### src/rtl/divider_pkg.sv
// Shared definitions for the divider: controller state encoding, counter
// constants and the per-state strobe decode.
package divider_pkg;

  typedef enum logic [3:0] {
    IDLE   = 4'd0,
    CLEAR  = 4'd1,
    LOAD   = 4'd2,
    CHECK  = 4'd3,
    INIT   = 4'd4,
    CALC   = 4'd5,
    UPDATE = 4'd6,
    DONE   = 4'd7,
    ERR    = 4'd8
  } state_t;

  // The datapath counter is preset to CNT_PRESET and raises its carry-out at
  // CNT_LAST, which leaves CNT_LAST - CNT_PRESET + 1 = 14 iterations.
  localparam logic [3:0] CNT_PRESET = 4'd2;
  localparam logic [3:0] CNT_LAST   = 4'd15;

  typedef struct packed {
    logic sclr;
    logic ld_a;
    logic ld_b;
    logic ld_acc;
    logic ld_acc_next;
    logic ld_q;
    logic ld_q_next;
    logic cnt_en;
    logic init_cnt;
    logic mux_init;
    logic mux_data;
    logic busy;
    logic done;
  } ctrl_t;

  // Strobes are a pure function of the state, so registering decode(next
  // state) yields outputs that line up with the state register.
  function automatic ctrl_t decode(input state_t s);
    ctrl_t c;
    c      = '0;
    c.busy = (s != IDLE);
    case (s)
      CLEAR:  c.sclr = 1'b1;
      LOAD: begin
        c.ld_a = 1'b1;
        c.ld_b = 1'b1;
      end
      INIT: begin
        c.mux_init = 1'b1;
        c.ld_acc   = 1'b1;
        c.ld_q     = 1'b1;
        c.init_cnt = 1'b1;
      end
      CALC: begin
        c.ld_acc_next = 1'b1;
        c.ld_q_next   = 1'b1;
      end
      UPDATE: begin
        c.mux_data = 1'b1;
        c.ld_acc   = 1'b1;
        c.ld_q     = 1'b1;
        c.cnt_en   = 1'b1;
      end
      DONE:   c.done = 1'b1;
      default: ;
    endcase
    return c;
  endfunction

endpackage

### src/rtl/start_edge_det.sv
// Rising-edge detector for the start request; the history bit resets high so
// a level already present when reset is released is not seen as an edge.
module start_edge_det (
  input  logic clk,
  input  logic rst_n,
  input  logic in,
  output logic pulse
);

  logic prev;

  // NOTE: registers use non-blocking assignments so every flop samples the
  // pre-edge value of its inputs regardless of block ordering.
  always_ff @(posedge clk or negedge rst_n) begin
    if (!rst_n) prev <= 1'b1;
    else        prev <= in;
  end

  assign pulse = in & ~prev;

endmodule

### src/rtl/divider_controller.sv
// Sequencing FSM for the iterative divider datapath: clear, load, zero-check,
// init, 14 CALC/UPDATE iterations, then DONE or ERR, with sticky error flags.
module divider_controller
  import divider_pkg::*;
#(
  parameter bit START_EDGE = 1'b1
) (
  input  logic clk,
  input  logic rst_n,
  input  logic start,
  input  logic dvz,
  input  logic ovf,
  input  logic cnt_co,
  output logic sclr,
  output logic ld_A,
  output logic ld_B,
  output logic ld_ACC,
  output logic ld_ACCnext,
  output logic ld_Q,
  output logic ld_Qnext,
  output logic cnt_en,
  output logic init_cnt,
  output logic mux_init,
  output logic mux_data,
  output logic busy,
  output logic done,
  output logic err_dvz,
  output logic err_ovf
);

  state_t state, state_nxt;
  ctrl_t  ctrl;
  logic   err_dvz_q, err_ovf_q;
  logic   err_dvz_nxt, err_ovf_nxt;
  logic   start_pulse;
  logic   accept;

  start_edge_det u_start_edge (
    .clk   (clk),
    .rst_n (rst_n),
    .in    (start),
    .pulse (start_pulse)
  );

  assign accept = START_EDGE ? start_pulse : start;

  // NOTE: every signal written here gets a default first, so no path through
  // the case can leave a value unassigned and infer a latch.
  always_comb begin
    state_nxt   = state;
    err_dvz_nxt = err_dvz_q;
    err_ovf_nxt = err_ovf_q;
    case (state)
      IDLE: begin
        if (accept) begin
          state_nxt   = CLEAR;
          err_dvz_nxt = 1'b0;
          err_ovf_nxt = 1'b0;
        end
      end
      CLEAR:  state_nxt = LOAD;
      LOAD:   state_nxt = CHECK;
      CHECK: begin
        if (dvz) begin
          err_dvz_nxt = 1'b1;
          state_nxt   = ERR;
        end else begin
          state_nxt   = INIT;
        end
      end
      INIT:   state_nxt = CALC;
      CALC:   state_nxt = UPDATE;
      UPDATE: begin
        if (ovf) begin
          err_ovf_nxt = 1'b1;
          state_nxt   = ERR;
        end else if (cnt_co) begin
          state_nxt   = DONE;
        end else begin
          state_nxt   = CALC;
        end
      end
      DONE:    state_nxt = IDLE;
      ERR:     state_nxt = IDLE;
      default: state_nxt = IDLE;
    endcase
  end

  // Outputs are registered from the next state, so they change only on a
  // clock edge and never follow an input combinationally.
  always_ff @(posedge clk or negedge rst_n) begin
    if (!rst_n) begin
      state     <= IDLE;
      ctrl      <= '0;
      err_dvz_q <= 1'b0;
      err_ovf_q <= 1'b0;
    end else begin
      state     <= state_nxt;
      ctrl      <= decode(state_nxt);
      err_dvz_q <= err_dvz_nxt;
      err_ovf_q <= err_ovf_nxt;
    end
  end

  assign sclr       = ctrl.sclr;
  assign ld_A       = ctrl.ld_a;
  assign ld_B       = ctrl.ld_b;
  assign ld_ACC     = ctrl.ld_acc;
  assign ld_ACCnext = ctrl.ld_acc_next;
  assign ld_Q       = ctrl.ld_q;
  assign ld_Qnext   = ctrl.ld_q_next;
  assign cnt_en     = ctrl.cnt_en;
  assign init_cnt   = ctrl.init_cnt;
  assign mux_init   = ctrl.mux_init;
  assign mux_data   = ctrl.mux_data;
  assign busy       = ctrl.busy;
  assign done       = ctrl.done;
  assign err_dvz    = err_dvz_q;
  assign err_ovf    = err_ovf_q;

  // Datapath input selects and the clear must never overlap.
  a_sel_excl: assert property (@(posedge clk) disable iff (!rst_n)
    $onehot0({sclr, ld_A | ld_B, mux_init, mux_data}));

  a_done_idle_next: assert property (@(posedge clk) disable iff (!rst_n)
    done |=> !busy);

endmodule

### config.mk
export PLATFORM = sky130hd
export DESIGN_NAME = divider_controller
export DESIGN_NICKNAME = d
export VERILOG_FILES = /design/src/rtl/divider_pkg.sv /design/src/rtl/start_edge_det.sv /design/src/rtl/divider_controller.sv
export SDC_FILE = /design/constraint.sdc
export NUM_CORES = 1
export LEC_CHECK = 0
export CORE_UTILIZATION = 44
export CTS_BUF_LIST = sky130_fd_sc_hd__clkbuf_16
export DETAILED_ROUTE_END_ITERATION = 7
export HOLD_SLACK_MARGIN = 0.08
export PLACE_DENSITY_LB_ADDON = 0.2
export SLEW_MARGIN = 20
export SYNTH_ARGS = -nofsm -noshare
export SYNTH_HDL_FRONTEND = slang
export SYNTH_SLANG_ARGS = --single-unit
### constraint.sdc
create_clock -name clk -period 1.3 [get_ports clk]
set_clock_uncertainty 0.15 [all_clocks]
set_input_delay 0.26 -clock clk [delete_from_list [all_inputs] [get_ports clk]]
set_output_delay 0.26 -clock clk [all_outputs]
set_load 0.05 [all_outputs]
==> run summary, run 1 <==
status - finished, violations left
failing checks - negative setup slack
layout net count - 96
post-synthesis sequential area ratio - 55.3%
Ant. Diodes - 0
clock sinks - 15
drt total wl - 1930 µm
Worst Tran Pin Value - 365 ps
final setup vio count - 3
Final Cycle Share - 108%
global route overflow - 0
port bufs - 20
area fraction of the dominant cell type after synthesis - 51.5%
synthesized instance count - 61
Netlist cell types - 27
largest net degree at the start of global routing - 16
FF+latch count, synth - 15
initial antenna violation count - 0
router iterations before antenna repair - 4
Hold Crit Class - in -> async
logic gate share of total power - 55.2%
delay-heaviest family, CP - simple AND/OR/NAND/NOR gates
htree depth - 1
routed vias - 589
post-detail-place hpwl - 1110 µm
chip width - 41.3 µm
clock buffer count from CTS - 3
Crit path buffers/inverters - 0
CTS tree - done
Max clock buf depth - 2
number of global-route vias before repair - 549
Routed Antenna Nets - 0
required time of the critical path - 1320 ps
Remaining DRCs - 0
worst-path maximum fanout - 8
Warnings, synthesis - 0
max-slew violation count - 0
final setup margin - -108 ps
crit path time final - 1410 ps
Mapped Nets - 67
Max Cap Viol - 0
slowest stage delay, CP - 480 ps
DIE HEIGHT - 41.3 µm
Switching Share - 41.4%
Worst Setup End Kind - register
Core ar. - 1370 µm²
Clock Power Share - 17.9%
Clock transition at path regs - 50 ps
Hold Slack - 184 ps
R2R Setup Slk - -110 ps
critical path, cell by cell - nor2_1, a32oi_1, nor2_1, and3_1
clock insertion delay at the later pin of the skew report - 240 ps
syn_area_per_cell - 11.2 µm²
share of cells above drive strength 1 - 51.7%
internal power - 1.93 mW
slowest CP cell - dfrtp_2
routed length per instance - 18.5 µm
WS Path Type - reg -> reg
Worst EP arrival - 1430 ps
io pins - 21
Rel. slew slack - 75.4%
Sequential Power Share - 27.0%
Total GRT Usage - 25.1%
f_max - 710 MHz
Peak VDD IR - 2.00 mV
GP Congestion - 0.829
RSZ-0062 raised after global routing - yes
cell mode on critical path - nor2_1
P_leak - 0.563 nW
row count - 13
startpoint types - register
Total Die Area - 1710 µm²
fill cell count - 63
root buffer cell - clkbuf_16
Yosys top cell by area - dfrtp_1
# hold bufs at CTS - 0
largest cells by area after synthesis - dfrtp_1 51%, buf_4 6.6%, dfstp_2 3.9%
Iter 0 DRT Violations - 26
Initial Util - 49.8%
Final Hold Viols - 0
mapped cell area - 681 µm²
NetSw - 1.36 mW
Pwr per Cell Area - 2750 nW/µm²
vias per inst - 5.66
DP Worst Slack - -300 ps
area grow syn2layout - 75.7%
first-pass GRT wire length - 2590 µm
[cell families after synthesis]
group / Yosys count / share of synthesized area, %
AOI/OAI and AO/OA: 10 / 11.2
buffers and inverters: 14 / 13.6
DFF: 15 / 55.3
muxes: 1 / 1.47
and+or+nand+nor: 21 / 18.4
[sequential cells by signal, indices dropped and copies added, names as in the netlist]
signal	flops
u_start_edge.prev	1
busy	1
err_dvz	1
init_cnt	1
err_ovf	1
done	1
state	4
sclr	1
ld_Q	1
mux_data	1
ld_Qnext	1
ld_A	1
[metal layers]
metal,up-vias,track usage [%],part of all wire (%)
li1,260,-,-
met1,289,33.1,42
met2,35,37.5,51
met3,5,6.91,4.8
met4,0,12.9,2.0
met5,-,0,0
[final timing paths]
kind | start | end | depth (start not counted)
worst min-delay path | rst_n | mux_data | 2
min in group clk | cnt_co | done | 3
max in group asynchronous | rst_n | u_start_edge.prev | 2
worst max-delay path | state[2] | ld_Qnext | 4
worst max register to register | state[2] | ld_Qnext | 4
worst min register to register | err_ovf | err_ovf | 2
[layout make-up]
| type | instances | area [µm²] | share of cell area [%] |
|---|---|---|---|
| clock buffer | 3 | 75.1 | 6.28 |
| tap | 15 | 18.8 | 1.57 |
| inverter | 4 | 15.0 | 1.26 |
| multi-input combinational | 32 | 243 | 20.3 |
| sequential | 15 | 380 | 31.8 |
| clock inverter | 1 | 3.75 | 0.314 |
| timing repair buffer | 34 | 460 | 38.5 |
[synthesized netlist by cell type]
cell      count
buf_2         2
o41ai_1       1
nor2_2        2
and3_1        2
nand2_1       1
o41ai_2       1
nand2b_1      1
a41oi_1       1
dfstp_2       1
o21ai_0       2
nor4b_1       1
nor3b_1       1
a21oi_1       2
nor4_1        1
and4b_1       1
nor2_1        7
a211oi_1      1
buf_4         6
a31oi_1       1
inv_1         4
buf_6         2
dfrtp_1      14
nor3_1        2
a32oi_1       1
nand4b_2      1
mux2i_1       1
nand2_2       1
[through the flow]
step / power [mW] / TNS, ps / util (%) / cell area, µm² / std cells
finish: 3.28 / -142 / 87.5 / 1200 / 104
global route: 3.40 / -314 / 87.5 / 1200 / 104
CTS: 3.16 / -6.16 / 86.5 / 1180 / 104
detailed placement: 2.47 / -1360 / 77.7 / 1060 / 98
global placement: 2.43 / -1150 / 77.7 / 1060 / 98
floorplan: 1.69 / 0 / - / 681 / 61
[power by group through the flow]
| stage | logic [mW] | clock network, mW | registers [mW] |
|---|---|---|---|
| 2_1_floorplan | 0.697 | 0 | 0.990 |
| 5_1_grt | 1.89 | 0.612 | 0.898 |
| 3_5_place_dp | 1.62 | 0 | 0.853 |
| 3_3_place_gp | 1.59 | 0 | 0.841 |
| 6_report | 1.81 | 0.586 | 0.886 |
| 4_1_cts | 1.71 | 0.589 | 0.860 |
[repair_timing]
item	in CTS	in global routing
endpoints found under the setup margin	3	5
pin swaps	1	1
gates resized for setup	10	3
setup buffers	2	0
endpoints found under the hold margin	0	0
[placed cells by master (no fill, tap or decap), types with 2 or more instances in the layout]
| cell type | count |
|---|---|
| buf_4 | 12 |
| o21ai_0 | 2 |
| dfrtp_2 | 3 |
| buf_6 | 2 |
| nor2_1 | 6 |
| dfrtp_1 | 11 |
| nor2_2 | 3 |
| and3_1 | 2 |
| inv_1 | 5 |
| dlygate4sd2_1 | 2 |
| clkbuf_16 | 3 |
| clkdlybuf4s50_1 | 3 |
| buf_12 | 15 |
Power figures use the tool's default switching activity.
==> run 2, diff against run 1 <==
--- a/config.mk
+++ b/config.mk
@@ -9,7 +9,7 @@
 export CTS_BUF_LIST = sky130_fd_sc_hd__clkbuf_16
 export DETAILED_ROUTE_END_ITERATION = 7
 export HOLD_SLACK_MARGIN = 0.08
-export PLACE_DENSITY_LB_ADDON = 0.2
+export PLACE_DENSITY = 0.81
 export SLEW_MARGIN = 20
 export SYNTH_ARGS = -nofsm -noshare
 export SYNTH_HDL_FRONTEND = slang
==> run 2 against run 1 <==
Compared with the run above: the flow still finishes with violations (negative setup slack); sequential share of layout area decreased by 1.7 points; combinational power increased by 7%; register-to-register slack improved by 70 ps; fmax increased by 5.3%; utilization increased by 4.9 points; largest cell class unchanged.
==> run summary, run 2 (synthesis results as in run 1) <==
chip width - 41.3 µm
final setup margin - -38.0 ps
Core ar. - 1370 µm²
Worst EP arrival - 1320 ps
layout net count - 100
capture point of the worst reg-to-reg path - ld_Qnext
final setup vio count - 2
Hold Slack - 212 ps
f_max - 747 MHz
clock sinks - 15
Total GRT Usage - 25.7%
commonest non-fill, non-tap cells in the layout - 15 x buf_12, 15 x buf_4, 11 x dfrtp_1
Max Cap Viol - 0
initial antenna violation count - 0
# hold bufs at CTS - 0
Largest register FFs - 4
routed vias - 601
Reg2Reg Launch Point - state[2]
Rel. slew slack - 78.4%
GP Congestion - 0.847
Clock transition at path regs - 50 ps
root buffer cell - clkbuf_16
WS Path Type - reg -> reg
row count - 13
Initial Util - 49.8%
htree depth - 1
largest net degree at the start of global routing - 16
Worst Tran Pin Value - 319 ps
Remaining DRCs - 0
status - finished, violations left
Final Total Pwr - 3.40 mW
Worst Setup End Kind - register
Iter 0 DRT Violations - 15
clock insertion delay at the later pin of the skew report - 240 ps
first-pass GRT wire length - 2620 µm
Hold Crit Class - in -> async
CTS tree - done
P_leak - 0.597 nW
R2R depth - 4
area grow syn2layout - 85.7%
startpoint types - register
Peak VDD IR - 2.18 mV
Final Hold Viols - 0
clock buffer count from CTS - 3
Total Die Area - 1710 µm²
number of global-route vias before repair - 548
crit path time final - 1340 ps
router iterations before antenna repair - 4
RSZ-0062 raised after global routing - yes
share of cells above drive strength 1 - 59.1%
R2R Setup Slk - -40 ps
drt total wl - 1910 µm
max-slew violation count - 0
failing checks - negative setup slack
Biggest register - state
vias per inst - 5.56
port bufs - 20
global route overflow - 0
required time of the critical path - 1280 ps
worst-path maximum fanout - 7
routed length per instance - 17.6 µm
io pins - 21
Final Cycle Share - 103%
DIE HEIGHT - 41.3 µm
Routed Antenna Nets - 0
post-detail-place hpwl - 1090 µm
Ant. Diodes - 0
Max clock buf depth - 2
Pwr per Cell Area - 2690 nW/µm²
## run 2: area by class of cell
class                   instances  area [µm²]
repair buffers                 38         494
inverters                       4        15.0
multi-input cells              32         277
flip-flops and latches         15         380
clock buffers                   3        75.1
well taps                      15        18.8
clock inverters                 1        3.75
fillers                        48         103
## run 2: timing repair
| item | CTS | global route |
|---|---|---|
| endpoints found under the hold margin | 0 | 0 |
| resized for setup | 14 | 9 |
| setup buffers | 3 | 2 |
| cloned | 0 | 0 |
| pin swaps | 5 | 5 |
| endpoints found under the setup margin | 3 | 8 |
## run 2: per-layer routing
metal / GRT usage [%] / share of wire, % / vias up
li1: - / - / 270
met5: 0 / 0 / -
met2: 46.1 / 53 / 24
met4: 7.26 / 1.3 / 0
met3: 10.1 / 5.7 / 5
met1: 27.7 / 40 / 302
## run 2: stage by stage
stage	worst slack, ps	std cells	util (%)	setup TNS [ps]	area, µm²
after floorplan	3.73	61	-	0	681
after global placement	-275	99	78.3	-1370	1070
after detailed placement	-305	99	78.3	-1510	1070
after CTS	-18.5	106	88.2	-18.5	1200
after global routing	-88.2	108	92.5	-290	1260
final	-38.0	108	92.5	-46.0	1260
## run 2: critical path, stage by stage, from the launching register on
cell	delay, ps
dfrtp_2	470
buf_4	170
a211oi_2	200
a21oi_2	70
and3_1	170
## run 2: how the worst max path moves through the flow
| stage | to | start |
|---|---|---|
| global placement | ld_Qnext | ovf |
| floorplan | ld_B | ld_A |
| detailed placement | ld_Qnext | ovf |
| finish | ld_Qnext | state[2] |
| global route | ld_Qnext | state[0] |
| CTS | ld_Qnext | state[2] |
## run 2: power by group
part | switching, mW | internal (mW) | total (mW)
clock network | 0.173 | 0.406 | 0.579
logic | 0.953 | 0.988 | 1.94
registers | 0.261 | 0.622 | 0.883
total | 1.39 | 2.02 | 3.40
==> run 3, diff against run 2 <==
==> constraint.sdc (replaced) <==
create_clock -name clk -period 1.3 [get_ports clk]
set_clock_uncertainty 0.15 [all_clocks]
set_input_delay 0.13 -clock clk [delete_from_list [all_inputs] [get_ports clk]]
set_output_delay 0.13 -clock clk [all_outputs]
set_load 0.05 [all_outputs]
==> run 3 against run 2 <==
Compared with the run above: the run still ends with negative setup slack left; sequential power about the same; combinational power hardly changed; utilization decreased by 1.5 points; cell area down 1.6%; global-route usage fell by 0.14 points; total power fell by 0.69%; die area unchanged; critical path type unchanged; largest cell class unchanged; highest routed layer unchanged.
==> run summary, run 3 (synthesis results as in run 1) <==
worst-path maximum fanout - 6
Hold Slack - 117 ps
crit path time final - 1410 ps
Final Cycle Share - 108%
Total GRT Usage - 25.5%
max-slew violation count - 0
clock buffer count from CTS - 3
internal power - 1.99 mW
Switching Share - 41.0%
final setup vio count - 5
largest net degree at the start of global routing - 11
commonest non-fill, non-tap cells in the layout - 15 x buf_12, 15 x buf_4, 10 x dfrtp_1
Rel. slew slack - 79.1%
layout net count - 100
number of instances in the placed design - 99
slowest CP cell - dfrtp_2
Multi-input gate area - 254 µm²
Sequential Power Share - 26.1%
status - finished, violations left
Max clock buf depth - 2
Worst Tran Pin Value - 310 ps
Routed Antenna Nets - 0
share of cells above drive strength 1 - 52.7%
Worst EP arrival - 1390 ps
critical path launch point - state[0]
slowest stage delay, CP - 440 ps
NetSw - 1.39 mW
RSZ-0062 raised after global routing - yes
Max Cap Viol - 0
delay-heaviest family, CP - flip-flops
final setup margin - -108 ps
failing checks - negative setup slack
Hold Crit Class - in -> async
Total Die Area - 1710 µm²
Clock Power Share - 17.4%
GP Congestion - 0.859
top layer in use - met4
startpoint types - register
htree depth - 1
initial antenna violation count - 0
port bufs - 20
Crit path buffers/inverters - 2
routed length per instance - 18.3 µm
area grow syn2layout - 82.7%
Non-Filler Instances - 108
number of global-route vias before repair - 559
register area - 382 µm²
routed vias - 614
logic gate share of total power - 56.5%
post-detail-place hpwl - 1100 µm
WS Path Type - reg -> reg
root buffer cell - clkbuf_16
CTS tree - done
fill cell count - 54
f_max - 710 MHz
Core ar. - 1370 µm²
clock sinks - 15
Biggest register - state
first-pass GRT wire length - 2640 µm
global route overflow - 0
Peak VDD IR - 2.11 mV
routed metal-1 wirelength - 757 µm
io pins - 21
Worst Setup End Kind - register
vias per inst - 5.69
Clock transition at path regs - 50 ps
cell mode on critical path - buf_6
Layout Utilization - 91.0%
Initial Util - 49.8%
DIE HEIGHT - 41.3 µm
Pwr per Cell Area - 2720 nW/µm²
row count - 13
Remaining DRCs - 0
P_leak - 0.575 nW
DR WL met3 - 137 µm
drt total wl - 1980 µm
critical path, cell by cell - buf_6, buf_6, a32oi_1, nor2_1, and3_1
chip width - 41.3 µm
required time of the critical path - 1280 ps
Ant. Diodes - 0
Largest register FFs - 4
DR WL met2 - 1060 µm
Iter 0 DRT Violations - 31
Reg2Reg Launch Point - state[0]
Final Hold Viols - 0
clock insertion delay at the later pin of the skew report - 240 ps
router iterations before antenna repair - 4
run 3: changes by cell type in the layout (fill, tap and decap cells not counted), sizes merged:
cell,previous run,this run
clkdlybuf4s50,3,5
dlygate4sd2,2,0
dlygate4sd3,0,1
buf,33,32
run 3: power by group through the flow:
stage	sequential, mW	combinational [mW]	clock, mW
after CTS	0.866	1.69	0.591
after detailed placement	0.848	1.63	0
after floorplan	0.990	0.697	0
after global routing	0.899	2.00	0.623
after global placement	0.840	1.59	0
final	0.881	1.91	0.588
run 3: routing by layer:
layer  global-route usage (%)  vias to the layer above
li1                         -                      271
met1                     35.3                      304
met2                     37.5                       35
met3                     6.38                        4
met4                     12.1                        0
met5                        0                        -
run 3: worst paths after layout:
check / slack [ps] / to / cells past startpoint
max in group asynchronous: 230 / err_ovf / 2
hold / removal: 120 / u_start_edge.prev / 1
min in group clk: 240 / u_start_edge.prev / 1
setup reg to reg: -110 / ld_Qnext / 5
setup / recovery: -110 / ld_Qnext / 5
hold reg to reg: 420 / err_ovf / 1
run 3: cell type report:
cell class	count	area share [%]
clock inverter	1	0.302
multi-input combinational	32	20.4
sequential	15	30.7
clock buffer	3	6.04
inverter	4	1.21
tap	15	1.51
timing repair buffer	38	39.8
run 3: through the flow:
| step | setup WS [ps] | TNS [ps] | instance area (µm²) | power, mW |
|---|---|---|---|---|
| after global placement | -141 | -412 | 1070 | 2.43 |
| after global routing | -139 | -447 | 1240 | 3.52 |
| after CTS | -2.59 | -2.59 | 1180 | 3.15 |
| final | -108 | -209 | 1240 | 3.38 |
| after detailed placement | -204 | -550 | 1070 | 2.48 |
| after floorplan | 60.3 | 0 | 681 | 1.69 |
run 3: worst reg2reg max path, delay by kind of cell (launching register included):
| family | cells | cell delay (ps) |
|---|---|---|
| and+or+nand+nor | 2 | 290 |
| AOI/OAI and AO/OA | 1 | 180 |
| buffers and inverters | 2 | 240 |
| DFF | 1 | 440 |
run 3: what timing repair did:
action / CTS / global route
resized for setup: 8 / 7
hold endpoints to repair: 4 / 0
setup endpoints to repair: 2 / 2
hold buffers: 1 / 0
setup buffers: 0 / 4
pin swaps: 0 / 5
